$ cat src/rtl/mem_instr_control_if.sv
// Control-strobe bundle between the memory-instruction sequencer and the datapath.
interface mem_instr_control_if;
  logic [4:0] ir_op;
  logic       mem_ready;
  logic       run;
  logic       fault;
  logic       read;
  logic       write;
  logic       MARin;
  logic       MDRin;
  logic       MDRout;
  logic       PCout;
  logic       PCin;
  logic       incPC;
  logic       IRin;
  logic       Yin;
  logic       Zin;
  logic       ZLowOut;
  logic       Cout;
  logic       BAout;
  logic       Gra;
  logic       Grb;
  logic       Rin;
  logic       Rout;
  logic [4:0] opcode;

  modport master (
    input  ir_op, mem_ready,
    output run, fault, read, write, MARin, MDRin, MDRout, PCout, PCin, incPC, IRin,
           Yin, Zin, ZLowOut, Cout, BAout, Gra, Grb, Rin, Rout, opcode
  );

  modport slave (
    output ir_op, mem_ready,
    input  run, fault, read, write, MARin, MDRin, MDRout, PCout, PCin, incPC, IRin,
           Yin, Zin, ZLowOut, Cout, BAout, Gra, Grb, Rin, Rout, opcode
  );
endinterface

$ cat src/rtl/mem_instr_control.sv
// T-state sequencer for fetch and ld/ldi/st; memory waits in T1, LD6 and ST7 with timeout to HALT.
module mem_instr_control #(
  parameter int         WAIT_MAX = 15,
  parameter logic [4:0] ALU_ADD  = 5'b00001
) (
  input  logic                 clk,
  input  logic                 clr,
  mem_instr_control_if.master  bus
);
  localparam int CNT_W = (WAIT_MAX < 2) ? 1 : $clog2(WAIT_MAX);
  localparam logic [CNT_W-1:0] CNT_LAST = CNT_W'(WAIT_MAX - 1);

  localparam logic [4:0] OP_LD   = 5'b00000;
  localparam logic [4:0] OP_LDI  = 5'b00001;
  localparam logic [4:0] OP_ST   = 5'b00010;
  localparam logic [4:0] OP_HALT = 5'b11011;

  typedef enum logic [3:0] {
    S_RESET, S_T0, S_T1, S_T2, S_T3, S_T4, S_T5,
    S_LDI5, S_LD6, S_LD7, S_ST6, S_ST7, S_HALT
  } state_t;

  state_t           state, state_nxt;
  logic [CNT_W-1:0] wait_cnt;
  logic             fault_q;
  logic             is_wait;
  logic             timeout;
  logic             mem_class;

  assign is_wait   = (state == S_T1) || (state == S_LD6) || (state == S_ST7);
  // mem_ready arriving on the last allowed cycle still completes the access
  assign timeout   = is_wait && !bus.mem_ready && (wait_cnt == CNT_LAST);
  assign mem_class = (bus.ir_op == OP_LD) || (bus.ir_op == OP_LDI) || (bus.ir_op == OP_ST);

  always_ff @(posedge clk or posedge clr) begin
    if (clr) begin
      state    <= S_RESET;
      wait_cnt <= '0;
      fault_q  <= 1'b0;
    end else begin
      state <= state_nxt;
      if (state_nxt != state)
        wait_cnt <= '0;
      else if (is_wait && !bus.mem_ready)
        wait_cnt <= wait_cnt + CNT_W'(1);
      if (timeout)
        fault_q <= 1'b1;
    end
  end

  always_comb begin
    state_nxt = state;
    case (state)
      S_RESET: state_nxt = S_T0;
      S_T0:    state_nxt = S_T1;
      S_T1:    state_nxt = bus.mem_ready ? S_T2 : (timeout ? S_HALT : S_T1);
      S_T2:    state_nxt = S_T3;
      S_T3: begin
        if (mem_class)                 state_nxt = S_T4;
        else if (bus.ir_op == OP_HALT) state_nxt = S_HALT;
        else                           state_nxt = S_T0;
      end
      S_T4:    state_nxt = (bus.ir_op == OP_LDI) ? S_LDI5 : S_T5;
      S_LDI5:  state_nxt = S_T0;
      S_T5:    state_nxt = (bus.ir_op == OP_ST) ? S_ST6 : S_LD6;
      S_LD6:   state_nxt = bus.mem_ready ? S_LD7 : (timeout ? S_HALT : S_LD6);
      S_LD7:   state_nxt = S_T0;
      S_ST6:   state_nxt = S_ST7;
      S_ST7:   state_nxt = bus.mem_ready ? S_T0 : (timeout ? S_HALT : S_ST7);
      S_HALT:  state_nxt = S_HALT;
      default: state_nxt = S_RESET;
    endcase
  end

  always_comb begin
    bus.run     = (state != S_RESET) && (state != S_HALT);
    bus.fault   = fault_q;
    bus.read    = 1'b0;
    bus.write   = 1'b0;
    bus.MARin   = 1'b0;
    bus.MDRin   = 1'b0;
    bus.MDRout  = 1'b0;
    bus.PCout   = 1'b0;
    bus.PCin    = 1'b0;
    bus.incPC   = 1'b0;
    bus.IRin    = 1'b0;
    bus.Yin     = 1'b0;
    bus.Zin     = 1'b0;
    bus.ZLowOut = 1'b0;
    bus.Cout    = 1'b0;
    bus.BAout   = 1'b0;
    bus.Gra     = 1'b0;
    bus.Grb     = 1'b0;
    bus.Rin     = 1'b0;
    bus.Rout    = 1'b0;
    bus.opcode  = 5'b00000;
    case (state)
      S_T0:   begin bus.PCout = 1'b1; bus.MARin = 1'b1; bus.incPC = 1'b1; bus.Zin = 1'b1; end
      S_T1:   begin bus.ZLowOut = 1'b1; bus.PCin = 1'b1; bus.read = 1'b1; bus.MDRin = 1'b1; end
      S_T2:   begin bus.MDRout = 1'b1; bus.IRin = 1'b1; end
      S_T3:   if (mem_class) begin bus.Grb = 1'b1; bus.BAout = 1'b1; bus.Yin = 1'b1; end
      S_T4:   begin bus.Cout = 1'b1; bus.Zin = 1'b1; bus.opcode = ALU_ADD; end
      S_LDI5: begin bus.ZLowOut = 1'b1; bus.Gra = 1'b1; bus.Rin = 1'b1; end
      S_T5:   begin bus.ZLowOut = 1'b1; bus.MARin = 1'b1; end
      S_LD6:  begin bus.read = 1'b1; bus.MDRin = 1'b1; end
      S_LD7:  begin bus.MDRout = 1'b1; bus.Gra = 1'b1; bus.Rin = 1'b1; end
      S_ST6:  begin bus.Gra = 1'b1; bus.Rout = 1'b1; bus.MDRin = 1'b1; end
      S_ST7:  bus.write = 1'b1;
      default: ;
    endcase
  end
endmodule
$ cat src/flat_wrapper.sv
// flat-port wrapper written by rule: the top's interface ports become plain ports
module mem_instr_control_flat 
#(
  parameter int         WAIT_MAX = 15,
  parameter logic [4:0] ALU_ADD  = 5'b00001
)
  (clk, clr, bus_ir_op, bus_mem_ready, bus_run, bus_fault, bus_read, bus_write, bus_MARin, bus_MDRin, bus_MDRout, bus_PCout, bus_PCin, bus_incPC, bus_IRin, bus_Yin, bus_Zin, bus_ZLowOut, bus_Cout, bus_BAout, bus_Gra, bus_Grb, bus_Rin, bus_Rout, bus_opcode);
  mem_instr_control_if bus_i ();
  input  logic clk;
  input  logic clr;
  input wire logic [$bits(bus_i.ir_op)-1:0] bus_ir_op;
  input wire logic [$bits(bus_i.mem_ready)-1:0] bus_mem_ready;
  output wire logic [$bits(bus_i.run)-1:0] bus_run;
  output wire logic [$bits(bus_i.fault)-1:0] bus_fault;
  output wire logic [$bits(bus_i.read)-1:0] bus_read;
  output wire logic [$bits(bus_i.write)-1:0] bus_write;
  output wire logic [$bits(bus_i.MARin)-1:0] bus_MARin;
  output wire logic [$bits(bus_i.MDRin)-1:0] bus_MDRin;
  output wire logic [$bits(bus_i.MDRout)-1:0] bus_MDRout;
  output wire logic [$bits(bus_i.PCout)-1:0] bus_PCout;
  output wire logic [$bits(bus_i.PCin)-1:0] bus_PCin;
  output wire logic [$bits(bus_i.incPC)-1:0] bus_incPC;
  output wire logic [$bits(bus_i.IRin)-1:0] bus_IRin;
  output wire logic [$bits(bus_i.Yin)-1:0] bus_Yin;
  output wire logic [$bits(bus_i.Zin)-1:0] bus_Zin;
  output wire logic [$bits(bus_i.ZLowOut)-1:0] bus_ZLowOut;
  output wire logic [$bits(bus_i.Cout)-1:0] bus_Cout;
  output wire logic [$bits(bus_i.BAout)-1:0] bus_BAout;
  output wire logic [$bits(bus_i.Gra)-1:0] bus_Gra;
  output wire logic [$bits(bus_i.Grb)-1:0] bus_Grb;
  output wire logic [$bits(bus_i.Rin)-1:0] bus_Rin;
  output wire logic [$bits(bus_i.Rout)-1:0] bus_Rout;
  output wire logic [$bits(bus_i.opcode)-1:0] bus_opcode;
  assign bus_i.ir_op = bus_ir_op;
  assign bus_i.mem_ready = bus_mem_ready;
  assign bus_run = bus_i.run;
  assign bus_fault = bus_i.fault;
  assign bus_read = bus_i.read;
  assign bus_write = bus_i.write;
  assign bus_MARin = bus_i.MARin;
  assign bus_MDRin = bus_i.MDRin;
  assign bus_MDRout = bus_i.MDRout;
  assign bus_PCout = bus_i.PCout;
  assign bus_PCin = bus_i.PCin;
  assign bus_incPC = bus_i.incPC;
  assign bus_IRin = bus_i.IRin;
  assign bus_Yin = bus_i.Yin;
  assign bus_Zin = bus_i.Zin;
  assign bus_ZLowOut = bus_i.ZLowOut;
  assign bus_Cout = bus_i.Cout;
  assign bus_BAout = bus_i.BAout;
  assign bus_Gra = bus_i.Gra;
  assign bus_Grb = bus_i.Grb;
  assign bus_Rin = bus_i.Rin;
  assign bus_Rout = bus_i.Rout;
  assign bus_opcode = bus_i.opcode;
  mem_instr_control #(.WAIT_MAX(WAIT_MAX), .ALU_ADD(ALU_ADD)) u_core (.clk(clk), .clr(clr), .bus(bus_i));
endmodule
$ cat config.mk
export PLATFORM = sky130hd
export DESIGN_NAME = mem_instr_control_flat
export DESIGN_NICKNAME = d
export VERILOG_FILES = /design/src/rtl/mem_instr_control_if.sv /design/src/rtl/mem_instr_control.sv /design/src/flat_wrapper.sv
export SDC_FILE = /design/constraint.sdc
export NUM_CORES = 1
export LEC_CHECK = 0
export BUFFER_PORTS_ARGS = -buffer_cell sky130_fd_sc_hd__buf_2
export CORE_MARGIN = 10
export CORE_UTILIZATION = 50
export CTS_CLUSTER_DIAMETER = 80
export DETAILED_ROUTE_END_ITERATION = 7
export PLACE_DENSITY = 0.84
export SYNTH_ARGS = -nofsm -noshare
export SYNTH_HDL_FRONTEND = slang
export SYNTH_SLANG_ARGS = --single-unit
$ cat constraint.sdc
create_clock -name clk -period 2 [get_ports clk]
set_input_delay 0.3 -clock clk [delete_from_list [all_inputs] [get_ports clk]]
set_output_delay 0.3 -clock clk [all_outputs]
set_load 0.01 [all_outputs]
Word-level counts from Yosys, hierarchy flattened. Cells that the tools add are included.

Input bits: 8. Output and inout bits: 25. Bits in registers: 9. Logic and storage cells: 73.

Eq/ne operators: 18. Reductions and logical operators: 21. Add/sub/neg operators: 1. Mux-type cells: 30.

Operators with widths (count): $pmux W4 S11 (1); $mux W4 (8); $eq A4 B4 Y1 const B (6); $mux W1 (18); $eq A4 B3 Y1 const B (4); $reduce_or A3 Y1 (4); $reduce_or A2 Y1 (5); $eq A4 B2 Y1 const B (2); $mux W3 (2); $eq A5 B1 Y1 const B (1); $eq A5 B2 Y1 const B (1); $eq A5 B5 Y1 const B (1); $logic_not A5 Y1 (1); $add A4 B1 Y4 const B (1); $eq A4 B1 Y1 const B (1); $logic_not A4 Y1 (1); $logic_or A1 B1 Y1 (4); $ne A4 B4 Y1 (1); $ne A4 B4 Y1 const B (1); $reduce_bool A4 Y1 (1); $logic_and A1 B1 Y1 (3); $mux W2 (1); $reduce_bool A2 Y1 (1); $logic_not A1 Y1 (1).

Longest topological paths before layout. Gate-level depths: netlist of run 1.

Depth after elaboration: 10. Depth in mapped cells: 7. Gate-level depth less buffers: 7.

Worst setup path before layout of run 1. No wires, ideal clock.

Kind: register to output. From: register u_core.state[1]. To: output port bus_incPC. Path buffers: 3. Path slack: 0.370 ns. Stages on the path, launching flop included: 6. Data required time: 1.700 ns. Arrival: 1.330 ns. Cells stage by stage: dfrtp_1 buf_6 buf_6 nand2b_1 nor3_1 buf_4.

Cells in the longest elaborated chain, start to end: 2.

RTL lines: start: declaration (RTL line mem_instr_control.sv:23) `state_t state, state_nxt;`; start signal: assignment (RTL line mem_instr_control.sv:41) `state <= state_nxt;`; $eq A4 B1 Y1; $mux W1; end: declaration (RTL line flat_wrapper.sv:22) `output wire logic [$bits(bus_i.incPC)-1:0] bus_incPC;`.

No other way between the ends.

Worst setup path in the final report of run 1.
From: register u_core.state[2]. To: output port bus_Grb.

Cells in the longest elaborated chain, start to end: 2.

RTL lines: $eq A4 B3 Y1 (RTL line mem_instr_control.sv:97) `case (state)`; $mux W1 (RTL line mem_instr_control.sv:97); end: declaration (RTL line flat_wrapper.sv:30) `output wire logic [$bits(bus_i.Grb)-1:0] bus_Grb;`.

No other way between the ends.

==> metrics, run 1 <==
status complete, but fails checks; failing checks hold timing; clock skew 0.00162 ns; initial antenna violation count 0; Final Hold Viols 9; FP Rows 16; Final nets 179; die area 4260 um^2; Synth async-reset ratio 1.00; Clock transition at path regs 0.06 ns; Worst Hold Slack -0.0114 ns; detailed-route via count 1,066; port bufs 28; GP Congestion 0.930; CTS sink cnt 9; Detailed Route WL 2.96 mm; grt total ovfl 0; design internal power 997 uW; leakage 0.635 nW; most frequent cell after synthesis nor2_1; syn avg cell area 7.89 um^2; Max Clock Freq 515 MHz; WL/cell 15.2 um; Inserted Clock Buffers 3; Sw Share 0.495; vias per inst 5.47; Syn Std Cell Area 1030 um^2; Reg power frac 0.171; Synth area leader dfrtp_1; Clock power frac 0.073; Psw 976 uW; largest net degree at the start of global routing 18; Setup TNS 0 ns; WS Path Type register to output pin; Worst VDD drop 0.862 mV; synth top area cells dfrtp_1, buf_4, nor2_1, xnor2_1, buf_6; post-synthesis sequential element count 9; global-route usage over all layers 0.132; clk_lat worst skew 0.27 ns; TritonCTS clock tree done; Residual DRC 0; crit-path max FO 8; Mapped Cells 130; EDFF count, synth 0; Netlist cell types 46; Combinational Power Share 0.756; die height 65.3 um; drt initial violations 44; period utilization 0.970; fin. max-slew vios 0; Power per Cell Area 1550 nW/um^2; CORE AREA 1960 um^2; vias in the first global route 1,025; min-delay worst type primary input to asynchronous set/reset pin; Starting Density 0.523; MaxCap Viol Count 0; root buf cell clkbuf_4; post-route worst setup slack 0.0601 ns; minimum clock period 1.94 ns; Synth Flop Type dfrtp_1; CP Capture Type output pin; Ports 33; final setup fails 0; post-place setup slack -0.0107 ns; chip width 65.3 um; Power Total 1.97 mW; register area share after synthesis 0.220; Hold Buf Count CTS 0; Final ANT Viol Nets 0; layout cells sized above 1 0.387; Data arrival, critical path 1.64 ns; CTS max path bufs 2; Post-synth top cells nor2_1, buf_4, dfrtp_1; htree depth 1; Syn-to-layout area delta 23.9%; detailed-placement wirelength estimate 2.28 mm; first-pass GRT wire length 4.69 mm; Synthesis Warnings 0; DRT Pass-1 Iters 4; Required @ worst endpoint 1.70 ns; Setup crit start kind register; total inserted antenna cells 0; post-synth top area share 0.220
metal layers:
| layer | wire length, um | GRT usage | share of wire | vias up |
|---|---|---|---|---|
| met4 | 14 | 0.0321 | 0.0047 | 0 |
| li1 | - | - | - | 531 |
| met3 | 243 | 0.0390 | 0.082 | 4 |
| met1 | 1060 | 0.133 | 0.36 | 495 |
| met2 | 1640 | 0.256 | 0.55 | 36 |
| met5 | 0 | 0 | 0 | - |
metrics by stage:
step | std cells | util | cell area, um^2
after global routing | 195 | 0.648 | 1270
after global placement | 183 | 0.596 | 1170
after CTS | 187 | 0.611 | 1200
after floorplan | 133 | - | 1040
after detailed placement | 183 | 0.596 | 1170
final | 195 | 0.648 | 1270
critical path: stages, from the launching register on:
cell and delay (ns):
dfrtp_2 0.46, buf_4 0.18, and2b_1 0.20, and2_1 0.18, and3_1 0.21, buf_2 0.14
power by group through the flow:
stage                     clock [mW]  sequential, mW  combinational (mW)
final                          0.144           0.337                1.49
after global routing           0.148           0.347                1.64
after detailed placement           0           0.361                1.29
after CTS                      0.142           0.359                1.30
after floorplan                    0           0.270                1.02
after global placement             0           0.353                1.25
flip-flops by register name (all words and copies together), names as in the netlist:
name / cells
u_core.bus.fault: 1
u_core.state: 4
u_core.wait_cnt: 4
cell type report:
| type | count | area [um^2] |
|---|---|---|
| multi-input cells | 103 | 679 |
| inverters | 5 | 18.8 |
| clock buffers | 3 | 22.5 |
| clock inverters | 1 | 5.00 |
| flip-flops and latches | 9 | 229 |
| fillers | 184 | 691 |
| repair buffers | 47 | 283 |
| well taps | 27 | 33.8 |
logic make-up after synthesis:
| family | synth area share |
|---|---|
| AOI/OAI and AO/OA | 0.234 |
| xor gates and xnor gates | 0.0427 |
| buffers and inverters | 0.139 |
| and+or+nand+nor | 0.317 |
| muxes | 0.0195 |
| DFF | 0.220 |
| other | 0.00366 |
| adders and majority gates | 0.0244 |
worst paths after layout:
path	slack [ns]	to	start	depth (start not counted)
setup / recovery	0.06	bus_Grb	u_core.state[2]	5
min in group clk	0.48	u_core.bus.fault	u_core.bus.fault	1
setup reg to reg	0.14	u_core.wait_cnt[3]	u_core.state[0]	5
hold reg to reg	0.48	u_core.bus.fault	u_core.bus.fault	1
max in group asynchronous	1.72	u_core.state[3]	clr	2
hold / removal	-0.01	u_core.wait_cnt[3]	clr	2
timing repair:
item	CTS	global route
setup endpoints to repair	4	9
buffers inserted	0	8
hold endpoints to repair	0	0
gates resized for setup	1	4
pin swaps	0	2
cell usage in the layout, fill, tap and decap left out, drive strengths merged:
cell,count
ha,2
a21oi,5
conb,4
nand2b,6
inv,5
and2,1
o32ai,1
nor4,4
o21bai,2
and3b,1
mux2i,2
and2b,1
clkbuf,3
nand4,2
a21bo,1
a311o,1
a21boi,1
o21ai,7
a221o,2
a32oi,1
or2b,2
nor2,19
buf,47
xor2,1
a21o,4
and3,2
o221ai,1
clkinv,1
o211ai,2
nor3,6
nor3b,3
xnor2,4
nand2,5
and4bb,1
dfrtp,9
o21a,1
nand3,5
o31ai,2
a211o,1
Note: power is estimated with default switching activity, not from simulation.
==> inputs of run 2 (changes only) <==
PLACE_DENSITY = not set   (was 0.84)
PLACE_DENSITY_LB_ADDON = 0.25   (was not set)
==> metrics, run 2 (synthesis gave the netlist of run 1 again) <==
status complete, no violations; drt initial violations 38; die height 65.3 um; clock skew 0.00226 ns; vias per inst 5.54; Setup crit start kind register; Data arrival, critical path 2.05 ns; GP Congestion 0.843; WS Path Type register to register; Final ANT Viol Nets 0; global-route usage over all layers 0.134; Max Clock Freq 530 MHz; final setup fails 0; Power per Cell Area 1530 nW/um^2; Inserted Clock Buffers 3; CTS max path bufs 2; port bufs 28; CORE AREA 1960 um^2; first-pass GRT wire length 4.72 mm; Detailed Route WL 2.87 mm; Worst VDD drop 0.983 mV; root buf cell clkbuf_4; Residual DRC 0; most frequent cells in the layout buf_2, nor2_1, buf_4, dfrtp_1; Clock transition at path regs 0.06 ns; Syn-to-layout area delta 20.7%; detailed-route via count 1,059; Power Total 1.89 mW; grt total ovfl 0; htree depth 1; vias in the first global route 1,097; fin. max-slew vios 0; leakage 0.612 nW; DRT Pass-1 Iters 4; chip width 65.3 um; period utilization 0.943; minimum clock period 1.89 ns; WL/cell 15.0 um; CTS sink cnt 9; min-delay worst type register to register; TritonCTS clock tree done; Setup TNS 0 ns; CP Capture Type register; fillcell total 176; crit-path max FO 8; Starting Density 0.523; Final Hold Viols 0; detailed-placement wirelength estimate 2.24 mm; initial antenna violation count 0; die area 4260 um^2; Final nets 175; clk_lat worst skew 0.26 ns; total inserted antenna cells 0; layout cells sized above 1 0.354; MaxCap Viol Count 0; commonest non-fill, non-tap cell in the layout buf_2; FP Rows 16; Required @ worst endpoint 2.16 ns; Ports 33; largest net degree at the start of global routing 17
run 2: changes by cell type in the layout (fill, tap and decap cells not counted):
cell           change
clkbuf_1           +1
buf_4              -5
and2b_1            -1
mux2i_2            -1
dfrtp_1            +1
and2b_2            +1
mux2i_1            +1
clkinv_2           -1
dlygate4sd3_1      +1
dfrtp_2            -1
run 2: routing by layer:
| layer | up-vias | global-route usage | share of wire |
|---|---|---|---|
| met1 | 498 | 0.126 | 0.39 |
| met3 | 8 | 0.0508 | 0.085 |
| met4 | 0 | 0.0882 | 0.026 |
| met5 | - | 0 | 0 |
| met2 | 31 | 0.239 | 0.50 |
| li1 | 522 | - | - |
run 2: repair_timing:
item,in CTS,in global routing
hold buffers,1,0
setup endpoints to repair,0,10
endpoints found under the hold margin,9,0
setup buffers,0,4
resized for setup,0,4
run 2: worst paths after layout:
path | startpoint | end | slack (ns) | cells past startpoint
max | u_core.state[2] | u_core.wait_cnt[3] | 0.11 | 6
min in group asynchronous | clr | u_core.bus.fault | 0.54 | 3
min reg2reg | u_core.bus.fault | u_core.bus.fault | 0.47 | 1
min | u_core.bus.fault | u_core.bus.fault | 0.47 | 1
max reg2reg | u_core.state[2] | u_core.wait_cnt[3] | 0.11 | 6
max in group asynchronous | clr | u_core.state[1] | 1.18 | 3
run 2: critical path, cell delays in order (launching register included):
cell      delay, ns
dfrtp_1        0.46
buf_4          0.20
nand2b_1       0.14
o32ai_2        0.09
a311o_2        0.34
mux2i_1        0.20
nor4_2         0.34
run 2: cell type report:
type                       count  area, um^2  share of cell area
timing repair buffer          43         255               0.206
multi-input combinational    103         677               0.546
clock buffer                   4        26.3              0.0212
tap                           27        33.8              0.0273
sequential                     9         228               0.184
inverter                       5        18.8              0.0152
run 2: where the power goes:
part / internal (mW) / total (mW) / leakage [nW] / switching [mW]
Combinational: 0.634 / 1.41 / 0.482 / 0.778
Sequential: 0.232 / 0.335 / 0.115 / 0.103
Clock: 0.0772 / 0.145 / 0.0150 / 0.0676
run 2: metrics by stage:
stage	cells	utilization	area (um^2)	worst slack (ns)	hold WS, ns
2_1_floorplan	133	-	1040	0.370	0.128
3_3_place_gp	182	0.592	1160	0.108	0.275
3_5_place_dp	182	0.592	1160	0.0571	0.277
4_1_cts	187	0.611	1200	0.00805	0.469
5_1_grt	191	0.631	1240	-0.0130	0.493
6_report	191	0.631	1240	0.113	0.472
==> inputs of run 3 (changes only) <==
BUFFER_PORTS_ARGS = not set   (was -buffer_cell sky130_fd_sc_hd__buf_2)
CORE_UTILIZATION = 56   (was 50)
DONT_BUFFER_PORTS = 1   (was not set)
==> metrics, run 3 (synthesis gave the netlist of run 1 again) <==
status complete, no violations; Clock transition at path regs 0.06 ns; CP cell instances buf_4 > and2b_1 > and2_1 > and3_4; MaxCap Viol Count 0; crit-path max FO 9; global-route usage over all layers 0.124; Final Hold Viols 0; Final Cell Area 1070 um^2; Ports 33; period utilization 0.940; slowest cell delay on critical path 0.45 ns; vias in the first global route 810; grt total ovfl 0; WL/cell 16.3 um; leakage 0.459 nW; Worst VDD drop 1.31 mV; detailed-route via count 924; DRT Pass-1 Iters 4; critical path's slowest cell dfrtp_2; headroom to the max-slew limit 0.637; drt initial violations 70; fillcell total 158; die height 62.8 um; Residual DRC 0; Data arrival, critical path 1.58 ns; GP Congestion 0.917; die area 3940 um^2; Detailed Route WL 2.56 mm; Syn-to-layout area delta 4.02%; final setup fails 0; Final ANT Viol Nets 0; TritonCTS clock tree done; fin. max-slew vios 0; Final nets 143; placed instance area 1010 um^2; FP Rows 15; most frequent cells in the layout nor2_1, buf_4, dfrtp_1, nor3_1, o21ai_0; design internal power 783 uW; Power Total 1.67 mW; Inserted Clock Buffers 3; commonest non-fill, non-tap cell in the layout nor2_1; CORE AREA 1730 um^2; CTS max path bufs 2; largest net degree at the start of global routing 21; minimum clock period 1.88 ns; Max Clock Freq 532 MHz; min-delay worst type primary input to register; Starting Density 0.594; CP top delay family simple AND/OR/NAND/NOR gates; CTS sink cnt 9; total inserted antenna cells 0; Reg power frac 0.182; vias per inst 5.89; RSZ-0062 raised after global routing false; CP bufs+invs 1; htree depth 1; chip width 62.8 um; Clock power frac 0.084; detailed-placement wirelength estimate 2.01 mm; clock skew 0.00421 ns; root buf cell clkbuf_4; Sw Share 0.531; first-pass GRT wire length 4.08 mm; clk_lat worst skew 0.26 ns; port bufs 0; Setup TNS 0 ns; Setup crit start kind register; Combinational Power Share 0.734; Slew @ Worst Pin 0.541 ns; WS Path Type register to output pin; initial antenna violation count 0; Power per Cell Area 1560 nW/um^2; CP Capture Type output pin; layout cells sized above 1 0.197; Required @ worst endpoint 1.70 ns; Psw 887 uW
==> run 3: stage by stage <==
| step | setup slack (ns) | utilization | hold slack, ns | cells |
|---|---|---|---|---|
| 2_1_floorplan | 0.370 | - | 0.128 | 133 |
| 3_3_place_gp | 0.130 | 0.586 | 0.171 | 151 |
| 3_5_place_dp | 0.124 | 0.586 | 0.180 | 151 |
| 4_1_cts | 0.0547 | 0.608 | 0.342 | 156 |
| 5_1_grt | 0.0109 | 0.618 | 0.385 | 157 |
| 6_report | 0.120 | 0.618 | 0.350 | 157 |
==> run 3: area by class of cell <==
| cell class | instances | area, um^2 | share of cell area |
|---|---|---|---|
| Clock buffer | 4 | 26.3 | 0.0246 |
| Inverter | 5 | 18.8 | 0.0176 |
| Multi-Input combinational cell | 103 | 678 | 0.635 |
| Sequential cell | 9 | 228 | 0.213 |
| Tap cell | 25 | 31.3 | 0.0293 |
| Timing Repair Buffer | 11 | 85.1 | 0.0797 |
==> run 3: tightest hold or removal path, stage by stage <==
cell	delay (ns)
nor2_1	0.04
nand2b_1	0.14
o21bai_1	0.09
==> run 3: worst paths after layout <==
check / start / to / slack [ns] / cells past startpoint
worst min register to register: u_core.bus.fault / u_core.bus.fault / 0.56 / 1
max in group asynchronous: clr / u_core.state[3] / 1.27 / 2
worst max register to register: u_core.state[1] / u_core.wait_cnt[0] / 0.15 / 6
worst max-delay path: u_core.state[3] / bus_Grb / 0.12 / 4
min in group asynchronous: clr / u_core.wait_cnt[1] / 0.45 / 2
worst min-delay path: bus_mem_ready / u_core.bus.fault / 0.35 / 3
==> run 3: power groups by stage <==
stage | registers [mW] | logic (mW) | clock network (mW)
after floorplan | 0.270 | 1.02 | 0
after global placement | 0.299 | 1.16 | 0
after detailed placement | 0.300 | 1.17 | 0
after CTS | 0.297 | 1.18 | 0.145
after global routing | 0.312 | 1.34 | 0.154
final | 0.304 | 1.23 | 0.140
==> run 3: per-layer routing <==
layer,wire [um],GRT usage,vias up,part of all wire
li1,-,-,463,-
met1,1180,0.162,416,0.46
met2,1090,0.178,40,0.42
met3,241,0.0376,5,0.094
met4,51,0.0559,0,0.020
met5,0,0,-,0
==> run 3: what timing repair did <==
action,in CTS,in global routing
resized for setup,1,4
setup endpoints to repair,3,8
hold endpoints to repair,9,0
pin swaps,0,2
setup buffers,0,1
hold buffers,1,0
